### config.mk
export PLATFORM = sky130hd
export DESIGN_NAME = t_counter_ctrl
export DESIGN_NICKNAME = d
export VERILOG_FILES = /design/src/rtl/t_counter_ctrl.sv
export SDC_FILE = /design/constraint.sdc
export NUM_CORES = 1
export LEC_CHECK = 0
export ABC_CLOCK_PERIOD_IN_PS = 2340
export CORE_MARGIN = 2
export CORE_UTILIZATION = 40
export DETAILED_ROUTE_END_ITERATION = 8
export PLACE_DENSITY = 0.66
export SLEW_MARGIN = 20
export SYNTH_ARGS = -nofsm -noshare
export SYNTH_HDL_FRONTEND = slang
export SYNTH_SLANG_ARGS = --single-unit
### constraint.sdc
create_clock -name Clk -period 2.34 [get_ports Clk]
set_input_delay 0.468 -clock Clk [delete_from_list [all_inputs] [get_ports Clk]]
set_output_delay 0.468 -clock Clk [all_outputs]
set_load 0.05 [all_outputs]
### src/rtl/t_counter_ctrl.sv
// t_counter_ctrl
//   Controller for a bank of WIDTH T flip-flops that form an up/down modulo
//   counter. The controller never loads the bank directly: every rising edge
//   the bank does Q <= Q ^ Tog, and all counting, loading and clearing is
//   expressed through the combinational toggle vector Tog.
//
//   Ports
//     Clk      in   clock, rising edge
//     Reset    in   asynchronous active-high reset
//     Start    in   begin count from IDLE / resume from PAUSE
//     Stop     in   pause from RUN / abort to IDLE from PAUSE (wins over Start)
//     Up       in   count direction, latched on an accepted Start in IDLE
//     OneShot  in   1 = stop at terminal count, latched with Up
//     Limit    in   modulo limit (count range 0..Limit), latched with Up
//     Tog      out  toggle vector applied to the bank at the next edge
//     Q        out  bank state (the count)
//     Qnot     out  bitwise complement of Q
//     Busy     out  high in RUN and PAUSE
//     Wrap     out  high in the cycle Tog applies a terminal-count wrap
//     Done     out  high for the single cycle spent in DONE
module t_counter_ctrl #(
   parameter int WIDTH = 4
) (
   input  logic             Clk,
   input  logic             Reset,
   input  logic             Start,
   input  logic             Stop,
   input  logic             Up,
   input  logic             OneShot,
   input  logic [WIDTH-1:0] Limit,
   output logic [WIDTH-1:0] Tog,
   output logic [WIDTH-1:0] Q,
   output logic [WIDTH-1:0] Qnot,
   output logic             Busy,
   output logic             Wrap,
   output logic             Done
);

   typedef enum logic [1:0] {
      IDLE  = 2'd0,
      RUN   = 2'd1,
      PAUSE = 2'd2,
      DONE  = 2'd3
   } state_t;

   state_t           state_q, state_d;
   logic [WIDTH-1:0] q_q;
   logic [WIDTH-1:0] lim_q;
   logic             up_q;
   logic             one_q;
   logic             busy_q;
   logic             done_q;

   logic [WIDTH-1:0] tog_d;
   logic             wrap_d;
   logic [WIDTH-1:0] next_cnt;
   logic             term;

   // Modulo successor of the count in the latched direction.
   function automatic logic [WIDTH-1:0] next_count(
      input logic [WIDTH-1:0] cur,
      input logic [WIDTH-1:0] lim,
      input logic             up
   );
      logic [WIDTH-1:0] r;
      if (up) r = (cur == lim)  ? '0  : cur + WIDTH'(1);
      else    r = (cur == '0)   ? lim : cur - WIDTH'(1);
      return r;
   endfunction

   // Next state and toggle vector
   always_comb begin
      state_d  = state_q;
      tog_d    = '0;
      wrap_d   = 1'b0;
      next_cnt = next_count(q_q, lim_q, up_q);
      term     = up_q ? (q_q == lim_q) : (q_q == '0);
      case (state_q)
         IDLE: begin
            // Idle toggles drive the bank back to zero; an accepted Start
            // instead loads the start value (0 up, Limit down) in one edge.
            tog_d = q_q;
            if (Start && !Stop) begin
               state_d = RUN;
               tog_d   = q_q ^ (Up ? '0 : Limit);
            end
         end
         RUN: begin
            if (Stop) begin
               state_d = PAUSE;
            end else if (term && one_q) begin
               state_d = DONE;
            end else begin
               tog_d  = q_q ^ next_cnt;
               wrap_d = term;
            end
         end
         PAUSE: begin
            if (Stop)       state_d = IDLE;
            else if (Start) state_d = RUN;
         end
         DONE: begin
            state_d = IDLE;
         end
         default: begin
            state_d = IDLE;
         end
      endcase
   end

   // Reset forces the toggle and wrap outputs low immediately, so nothing
   // reaches the bank while Reset is high.
   assign Tog  = Reset ? '0 : tog_d;
   assign Wrap = !Reset && wrap_d;
   assign Q    = q_q;
   assign Qnot = ~q_q;
   assign Busy = busy_q;
   assign Done = done_q;

   // State, T flip-flop bank, latched configuration and registered flags
   always_ff @(posedge Clk or posedge Reset) begin
      if (Reset) begin
         state_q <= IDLE;
         q_q     <= '0;
         lim_q   <= '0;
         up_q    <= 1'b1;
         one_q   <= 1'b0;
         busy_q  <= 1'b0;
         done_q  <= 1'b0;
      end else begin
         state_q <= state_d;
         q_q     <= q_q ^ Tog;
         busy_q  <= (state_d == RUN) || (state_d == PAUSE);
         done_q  <= (state_d == DONE);
         if (state_q == IDLE && Start && !Stop) begin
            lim_q <= Limit;
            up_q  <= Up;
            one_q <= OneShot;
         end
      end
   end

endmodule
Word level (Yosys, flattened, before mapping)

Index checks and enable logic that the tools add are counted.

Flip-flop bits (word level): 14
Word-level logic and storage cells: 49
Input port bits: 10
Output and inout bits: 15

Reductions and logical operators: 10
Equal/unequal tests: 7
Bitwise logic cells: 4
Muxes and demuxes: 19
$add $sub $neg: 2

Operators with widths:

| cell                  | count |
|---|---|
| $mux W4               | 8 |
| $xor A4 B4 Y4         | 3 |
| $mux W2               | 5 |
| $eq A2 B2 Y1 const B  | 4 |
| $pmux W2 S4           | 1 |
| $pmux W4 S2           | 1 |
| $logic_and A1 B1 Y1   | 5 |
| $add A4 B1 Y4 const B | 1 |
| $eq A2 B1 Y1 const B  | 2 |
| $eq A4 B4 Y1          | 1 |
| $logic_not A4 Y1      | 1 |
| $mux W1               | 4 |
| $not A4 Y4            | 1 |
| $sub A4 B1 Y4 const B | 1 |
| $logic_not A1 Y1      | 2 |
| $logic_not A2 Y1      | 1 |
| $logic_or A1 B1 Y1    | 1 |

Logic depth before layout (Yosys ltp)

Gate-level depths: netlist of run 1.

Depth in word-level cells: 9
Depth in mapped cells: 8
Gate-level depth less buffers: 7

Worst setup path before layout of run 1

Ideal clock, no wire load.

Kind: register to output
From: register q_q[0], in the netlist Q[0]
To: output port Wrap
Slack: -1622 ps
Path buffers: 1
Arrival: 3494 ps
Data required time: 1872 ps
Stages on the path, launching flop included: 7
Path through: dfrtp_1 > buf_6 > inv_1 > ha_1 > nor4b_1 > a21o_1 > nor4b_1

Word-level cells in the longest chain between the ends: 7
Elaborated cells on any way between the ends: 8
Those cells by class: eq/ne (1); mux (4); reduce/logical (3)

RTL lines:

| item                                                    | line | source |
|---|---|---|
| start: declaration                                      | 47   | `logic [WIDTH-1:0] q_q;` |
| start signal: assignment                                | 132  | `q_q <= q_q ^ Tog;` |
| $eq A4 B4 Y1 / $logic_not A4 Y1 (equally long branches) | 77   | `term = up_q ? (q_q == lim_q) : (q_q == '0);` |
| $mux W1 *                                               | 77   |  |
| $logic_and A1 B1 Y1                                     | 91   | `end else if (term && one_q) begin` |
| $mux W1 *                                               | 91   |  |
| $mux W1 *                                               | 89   | `if (Stop) begin` |
| $mux W1 *                                               | 78   | `case (state_q)` |
| $logic_and A1 B1 Y1 *                                   | 114  | `assign Wrap = !Reset && wrap_d;` |
| end: declaration                                        | 35   | `output logic Wrap,` |

Mark *: on every way between the ends. The rest lies on a longest branch, timed or not.

Worst setup path after layout of run 1

From: register q_q[3], in the netlist Q[3]
To: output port Tog[2]

Word-level cells in the longest chain between the ends: 8
Elaborated cells on any way between the ends: 12
Those cells by class: eq/ne (1); mux (8); bitwise (1); reduce/logical (2)

RTL lines:

| item                                                    | line       | source |
|---|---|---|
| $eq A4 B4 Y1 / $logic_not A4 Y1 (equally long branches) | 66, 77, 67 |  |
| $mux W4, on equally long branches                       | 66, 67     |  |
| $mux W4                                                 | 66         | `if (up) r = (cur == lim) ? '0 : cur + WIDTH'(1);` |
| $xor A4 B4 Y4                                           | 94         | `tog_d = q_q ^ next_cnt;` |
| $mux W4 *                                               | 91         |  |
| $mux W4 *                                               | 89         |  |
| $pmux W4 S2 *                                           | 78         |  |
| $mux W4 *                                               | 113        | `assign Tog = Reset ? '0 : tog_d;` |
| end: declaration                                        | 31         | `output logic [WIDTH-1:0] Tog,` |

Marked as above.

==> metrics.md, run 1 <==
| Metric | Value |
|---|---|
| Top-area cell type share of the netlist area | `29.61%` |
| RSZ-0062 raised after global routing | `yes` |
| Final Critical Period | `approximately 2700 ps` |
| Setup Total Neg Slack | `-1783 ps` |
| Share of layout cells above drive strength 1 | `between 50% and 60%` |
| GP Congestion | `slightly above 0.9` |
| Final hold vios | `0` |
| MaxCap Viol Count | `0` |
| PortBufs | `24` |
| GRT met2 Usage | `41.85%` |
| Total Power | `roughly 1.8 mW` |
| Die W | `approximately 56 microns` |
| CP Max Fanout | `3` |
| Crit path capture type | `output pin` |
| Starting density of the core | `about two fifths` |
| Synth Register Bits | `14` |
| Async set-reset flop share out of synthesis | `between 90% and 100%` |
| Worst skew pair latency | `about 300 ps` |
| Vias in the first global route | `1,281` |
| CP max stage delay | `~430 ps` |
| Wire per inst | `approximately 17 microns` |
| Area of the mapped netlist | `0.001099 sq mm` |
| Syn_area_per_cell | `9.005 sq um` |
| Endpoints failing setup | `5` |
| Skew final | `~16 ps` |
| Drt drc | `0` |
| CP max stage cell | `dfrtp_1` |
| YS warnings | `0` |
| DR vias/cell | `5.670` |
| Failing checks | `setup timing` |
| Synth area leader | `dfrtp_1` |
| Clk sink count | `14` |
| Die ar. | `about 0.0032 sq mm` |
| Top post-synthesis cells by count | `dfrtp_1, nor2_1, nand2_1` |
| Hold crit path type | `reg2reg` |
| Most common cell in the netlist | `dfrtp_1` |
| Io pins | `25` |
| Total grt overflow | `0` |
| Detail Route Antenna Nets | `0` |
| Post-synthesis sequential area ratio | `around 32%` |
| Final setup margin | `-408.5 ps` |
| Core Util, Final | `between 70% and 80%` |
| EDFF count, synth | `0` |
| Cell chain of the critical path | `xor2_2 -> buf_4 -> nor4_4 -> buf_6 -> nor3b_4 -> nor4_2 -> a22o_2 -> buf_12` |
| Cells after DPL | `207` |
| Synthesis-to-layout area growth | `80.98%` |
| Cell Count, Final, Fillers Out | `218` |
| Final HPWL DP | `roughly 2600 microns` |
| Static leakage | `between 0.8 and 0.9 nW` |
| Deepest clock path buffer count | `2` |
| VDD IR max | `0.0008935 V` |
| Met1 usage | `between 30% and 40%` |
| Gr busiest metal | `met2` |
| Clock transition at path regs | `110 ps` |
| Distinct cells, synth | `47` |
| Antenna cells | `0` |
| Status | `complete, but fails checks` |
| Power per cell area | `approximately 900 mW/mm^2` |
| Total number of vias | `roughly 1,200` |
| Top FF cell, synth | `dfrtp_1` |
| 1st-pass router iterations | `4` |
| Final Max Slew Viols | `0` |
| Htree depth | `1` |
| DRT Wirelength | `3628 microns` |
| Fmax | `~360 MHz` |
| CP required | `around 1900 ps` |
| Initial DRC count | `47` |
| Core Area | `approximately 0.0027 sq mm` |
| Max-slew headroom | `65.74%` |
| Post-layout nets | `~200` |
| CTS Buf Count | `3` |
| Num rows | `19` |
| Global-route wire length before repair | `between 6000 and 7000 microns` |
| CTS tree | `built` |
| Initial antenna violation count | `0` |
| Critical Path AT | `2280 ps` |
| Hold_buf cts | `0` |
| Die Ht | `56.41 microns` |
| Largest net degree at the start of global routing | `17` |
| CTS root buffer | `clkbuf_4` |
| Met3 Resource Use GR | `under 10%` |
| R2R depth | `11` |
| Syn Nets | `between 100 and 150` |
| CP Class | `reg2out` |
| GRT Util Overall | `between 20 and 25%` |
| Cells after synthesis | `122` |
| Startpoint Class | `flip-flop` |
| Hold Path Depth | `2` |
| Place WS | `-366.2 ps` |
| Actual slew at the worst max-slew pin | `around 500 ps` |
| Synth top area cells | `dfrtp_1, mux2_2, nor2_1, nand2_1, ha_1` |
| Period utilisation layout | `117.5%` |
-- worst paths after layout --
path,from,endpoint,slack (ps)
max,Q[3],Tog[2],-410
min,lim_q[2],lim_q[2],640
max reg2reg,Q[3],Busy,100
min reg2reg,lim_q[2],lim_q[2],640
max in group asynchronous,Reset,up_q,1400
min in group asynchronous,Reset,Q[3],700
-- logic make-up (layout without fill, tap and decap cells) --
family	after synthesis	after routing	synth area share [%]
and+or+nand+nor	43	43	22.44
muxes	6	6	6.036
adders and majority gates	3	3	3.417
xor gates and xnor gates	7	7	6.266
buffers and inverters	12	77	5.922
DFF	14	14	32.00
AOI/OAI and AO/OA	37	37	23.92
-- cells in the final DEF, fill, tap and decap left out, drive strengths merged, types with 2 or more instances in the layout --
master and instances:
a311o 2, inv 4, a21oi 7, o21ai 8
nor2 12, a32oi 2, dfrtp 13, o32ai 2
buf 51, xor2 4, mux2 5, nor3b 2
clkdlybuf4s50 15, o211a 2, ha 3, nand2b 3
nor3 3, nand2 11, o21a 3, clkinvlp 2
clkbuf 4, nor4b 3, xnor2 3, a211oi 3
nor4 2
-- layer usage --
layer / vias to the layer above / share of wire [%]
met1: 601 / 40
met3: 9 / 5.3
li1: 581 / -
met4: 0 / 1.9
met5: - / 0
met2: 45 / 52
-- per-stage QoR --
step | hold WS (ps) | area (sq um)
after floorplan | 517.9 | 1217
after global placement | 610.3 | 1767
after detailed placement | 620.9 | 1767
after CTS | 643.8 | 1944
after global routing | 675.4 | 1988
final | 644.3 | 1988
-- registers in the layout, summed over array words and instances, names as in the netlist --
| signal | count |
|---|---|
| Busy | 1 |
| Done | 1 |
| Q | 4 |
| lim_q | 4 |
| one_q | 1 |
| state_q | 2 |
| up_q | 1 |
-- report_power, final --
part           switching [mW]  internal [mW]  total [mW]
Sequential             0.0654          0.299       0.364
Clock                  0.0982         0.0949       0.193
Combinational           0.637          0.602        1.24
-- cell type report --
cell class / instances / area (sq um)
sequential: 14 / 356.6
multi-input combinational: 96 / 894.6
tap: 31 / 38.79
clock buffer: 4 / 36.28
inverter: 6 / 30.03
timing repair buffer: 67 / 631.9
fill: 196 / 698.2
-- critical path, delay by kind of cell (launching register included) --
family,cells,cell delay (ps)
flip-flops,1,430
AO/OA/AOI/OAI,1,220
XOR/XNOR,1,200
buffers and inverters,3,460
AND/OR/NAND/NOR,3,660
-- repair_timing --
action,4_1_cts,5_1_grt
pin swaps,14,4
endpoints found under the hold margin,0,0
setup endpoints to repair,5,7
gates resized for setup,15,8
setup buffers,5,2
Note: power is estimated with default switching activity, not from simulation.
==> run 2: changes to the inputs <==
--- a/config.mk
+++ b/config.mk
@@ -8,6 +8,8 @@
 export ABC_CLOCK_PERIOD_IN_PS = 2340
 export CORE_MARGIN = 2
 export CORE_UTILIZATION = 40
+export CTS_BUF_LIST = sky130_fd_sc_hd__clkbuf_16
+export CTS_CLUSTER_DIAMETER = 200
 export DETAILED_ROUTE_END_ITERATION = 8
 export PLACE_DENSITY = 0.66
 export SLEW_MARGIN = 20
==> run 2 against run 1 <==
  * The run still ends with setup timing left
  * Worst hold slack got worse by 8.3 ps
  * First-iteration DRC count decreased by 4.3%
  * Non-clock buffer count increased by 3
  * Critical path type unchanged
  * Core utilization increased by 2.0 points
  * Critical endpoint unchanged
  * Largest power group unchanged
  * Sequential power about the same
==> metrics.md, run 2 (same netlist as run 1, synthesis figures left out) <==
| Metric | Value |
|---|---|
| Status | `complete, but fails checks` |
| Failing checks | `setup timing` |
| Hold crit path type | `reg2reg` |
| Final hold vios | `0 (unchanged)` |
| Comb power frac | `64.2% (-4.8 points)` |
| Sw Pwr | `0.8339 mW (+4.1%)` |
| Static leakage | `0.8742 nW (+1.4%)` |
| Final HPWL DP | `2625 microns (unchanged)` |
| CP required | `1870 ps (about the same)` |
| 1st-pass router iterations | `4 (unchanged)` |
| Most frequent cells in the layout | `buf_4, clkdlybuf4s50_1, dfrtp_1, nand2_1, nor2_1` |
| Commonest non-fill, non-tap cell in the layout | `buf_4` |
| Actual slew at the worst max-slew pin | `510.1 ps (-2.131 ps)` |
| Sw frac | `42.16% (-2.4 points)` |
| Initial antenna violation count | `0 (unchanged)` |
| CP Max Fanout | `5 (+2)` |
| Power per cell area | `968.1 mW/mm^2 (+7.1%)` |
| DR vias/cell | `5.810 (+2.5%)` |
| Clock transition at path regs | `50 ps (-60 ps)` |
| Num rows | `19 (unchanged)` |
| Fin Hold WS | `635.9 ps (-8.337 ps)` |
| RSZ-0062 raised after global routing | `yes` |
| Largest net degree at the start of global routing | `17 (unchanged)` |
| Antenna cells | `0 (unchanged)` |
| Deepest clock path buffer count | `2 (unchanged)` |
| Max-slew headroom | `65.88% (+0.14 points)` |
| Die ar. | `0.003182 sq mm (unchanged)` |
| Share of layout cells above drive strength 1 | `50.53% (-1.3 points)` |
| Sequential share of power | `18.3% (-2.0 points)` |
| Setup Total Neg Slack | `-1549 ps (+234.5 ps)` |
| Post-layout nets | `204 (+1.5%)` |
| CTS root buffer | `clkbuf_16` |
| Die W | `56.41 microns (unchanged)` |
| Htree depth | `1 (unchanged)` |
| Critical Path AT | `2230 ps (-50 ps)` |
| MaxCap Viol Count | `0 (unchanged)` |
| GRT Util Overall | `25.46% (+0.47 points)` |
| Wire per inst | `17.65 microns (+6.0%)` |
| Clk sink count | `14 (unchanged)` |
| Clock power share | `17.4% (+6.7 points)` |
| PortBufs | `24 (unchanged)` |
| Reg2Reg Launch Point | `Q[1]` |
| Filler cells | `170 (-13%)` |
| Total number of vias | `1,284 (+3.9%)` |
| Final setup margin | `-361.2 ps (+47.30 ps)` |
| Detail Route Antenna Nets | `0 (unchanged)` |
| Initial DRC count | `45 (-4.3%)` |
| Crit path capture type | `output pin` |
| Endpoints failing setup | `5 (unchanged)` |
| Reg-to-reg setup timing slack | `100 ps (about the same)` |
| Startpoint Class | `flip-flop` |
| Skew final | `6.226 ps (-9.327 ps)` |
| Drt drc | `0 (unchanged)` |
| Final Max Slew Viols | `0 (unchanged)` |
| CP startpoint | `Q[1]` |
| Largest regs | `Q: 4 flops, lim_q: 4 flops, state_q: 2 flops` |
| VDD IR max | `0.0009924 V (+11%)` |
| Vias in the first global route | `1,281 (unchanged)` |
| CTS Buf Count | `3 (unchanged)` |
| Starting density of the core | `40.89% (unchanged)` |
| CTS tree | `built` |
| Total grt overflow | `0 (unchanged)` |
| DRT Wirelength | `3900 microns (+7.5%)` |
| Fmax | `370.2 MHz (+1.8%)` |
| Io pins | `25 (unchanged)` |
| Final Critical Period | `2701 ps (-47.30 ps)` |
| Global-route wire length before repair | `6258 microns (+2.5%)` |
| Hold_buf cts | `0 (unchanged)` |
| Internal cell power | `1.144 mW (+15%)` |
| Hold Crit Start | `lim_q[1]` |
| Core Area | `0.002686 sq mm (unchanged)` |
| CP Class | `reg2out` |
| Worst skew pair latency | `250 ps (-50 ps)` |
| Synthesis-to-layout area growth | `85.99%` |
| Period utilisation layout | `115.4% (-2.0 points)` |
| Die Ht | `56.41 microns (unchanged)` |
| GP Congestion | `0.9177 (unchanged)` |
-- run 2: path summary, 6_finish.rpt --
path                            end  cells after the start
hold / removal             lim_q[1]                      2
setup reg to reg               Q[3]                     11
hold reg to reg            lim_q[1]                      2
max in group asynchronous      up_q                      4
min in group asynchronous      Q[3]                      4
setup / recovery             Tog[2]                      6
-- run 2: power by group through the flow --
| stage | registers (mW) | clock network (mW) | logic, mW |
|---|---|---|---|
| floorplan | 0.416 | 0 | 0.572 |
| global placement | 0.356 | 0 | 1.01 |
| detailed placement | 0.359 | 0 | 1.03 |
| CTS | 0.357 | 0.347 | 1.17 |
| global route | 0.368 | 0.358 | 1.34 |
| finish | 0.362 | 0.345 | 1.27 |
-- run 2: critical path, cell delays in order (launching register included) --
cell and delay (ps):
dfrtp_4 480, xor2_1 170, or4_4 590, a211oi_2 240, nor4_2 90, a22o_2 260, buf_12 150
-- run 2: per-stage QoR --
stage | cell area [sq um] | cells | utilization (%) | power [mW] | worst slack [ps]
global placement | 1767 | 207 | 65.77 | 1.363 | -331.5
global route | 2043 | 221 | 76.06 | 2.071 | -429.9
finish | 2043 | 221 | 76.06 | 1.978 | -361.2
CTS | 1966 | 216 | 73.17 | 1.877 | -337.5
floorplan | 1217 | 122 | - | 0.9889 | -405.7
detailed placement | 1767 | 207 | 65.77 | 1.393 | -366.2
-- run 2: area by class of cell --
class	count	area [sq um]	area share, %
well taps	31	38.79	1.898
clock inverters	1	3.754	0.1837
repair buffers	70	655.6	32.09
inverters	6	30.03	1.470
flip-flops and latches	14	356.6	17.45
multi-input cells	96	883.3	43.23
clock buffers	3	75.07	3.674
-- run 2: repair_timing --
item	CTS	global route
gates resized for setup	11	10
hold endpoints to repair	0	0
buffers inserted	5	5
setup endpoints to repair	5	5
pin swaps	10	11
-- run 2: metal layers --
metal	wire, microns	track usage [%]	vias to the layer above
met5	0	0	-
met3	167	3.917	7
li1	-	-	594
met2	2066	44.87	45
met1	1603	31.69	638
met4	63	8.163	0
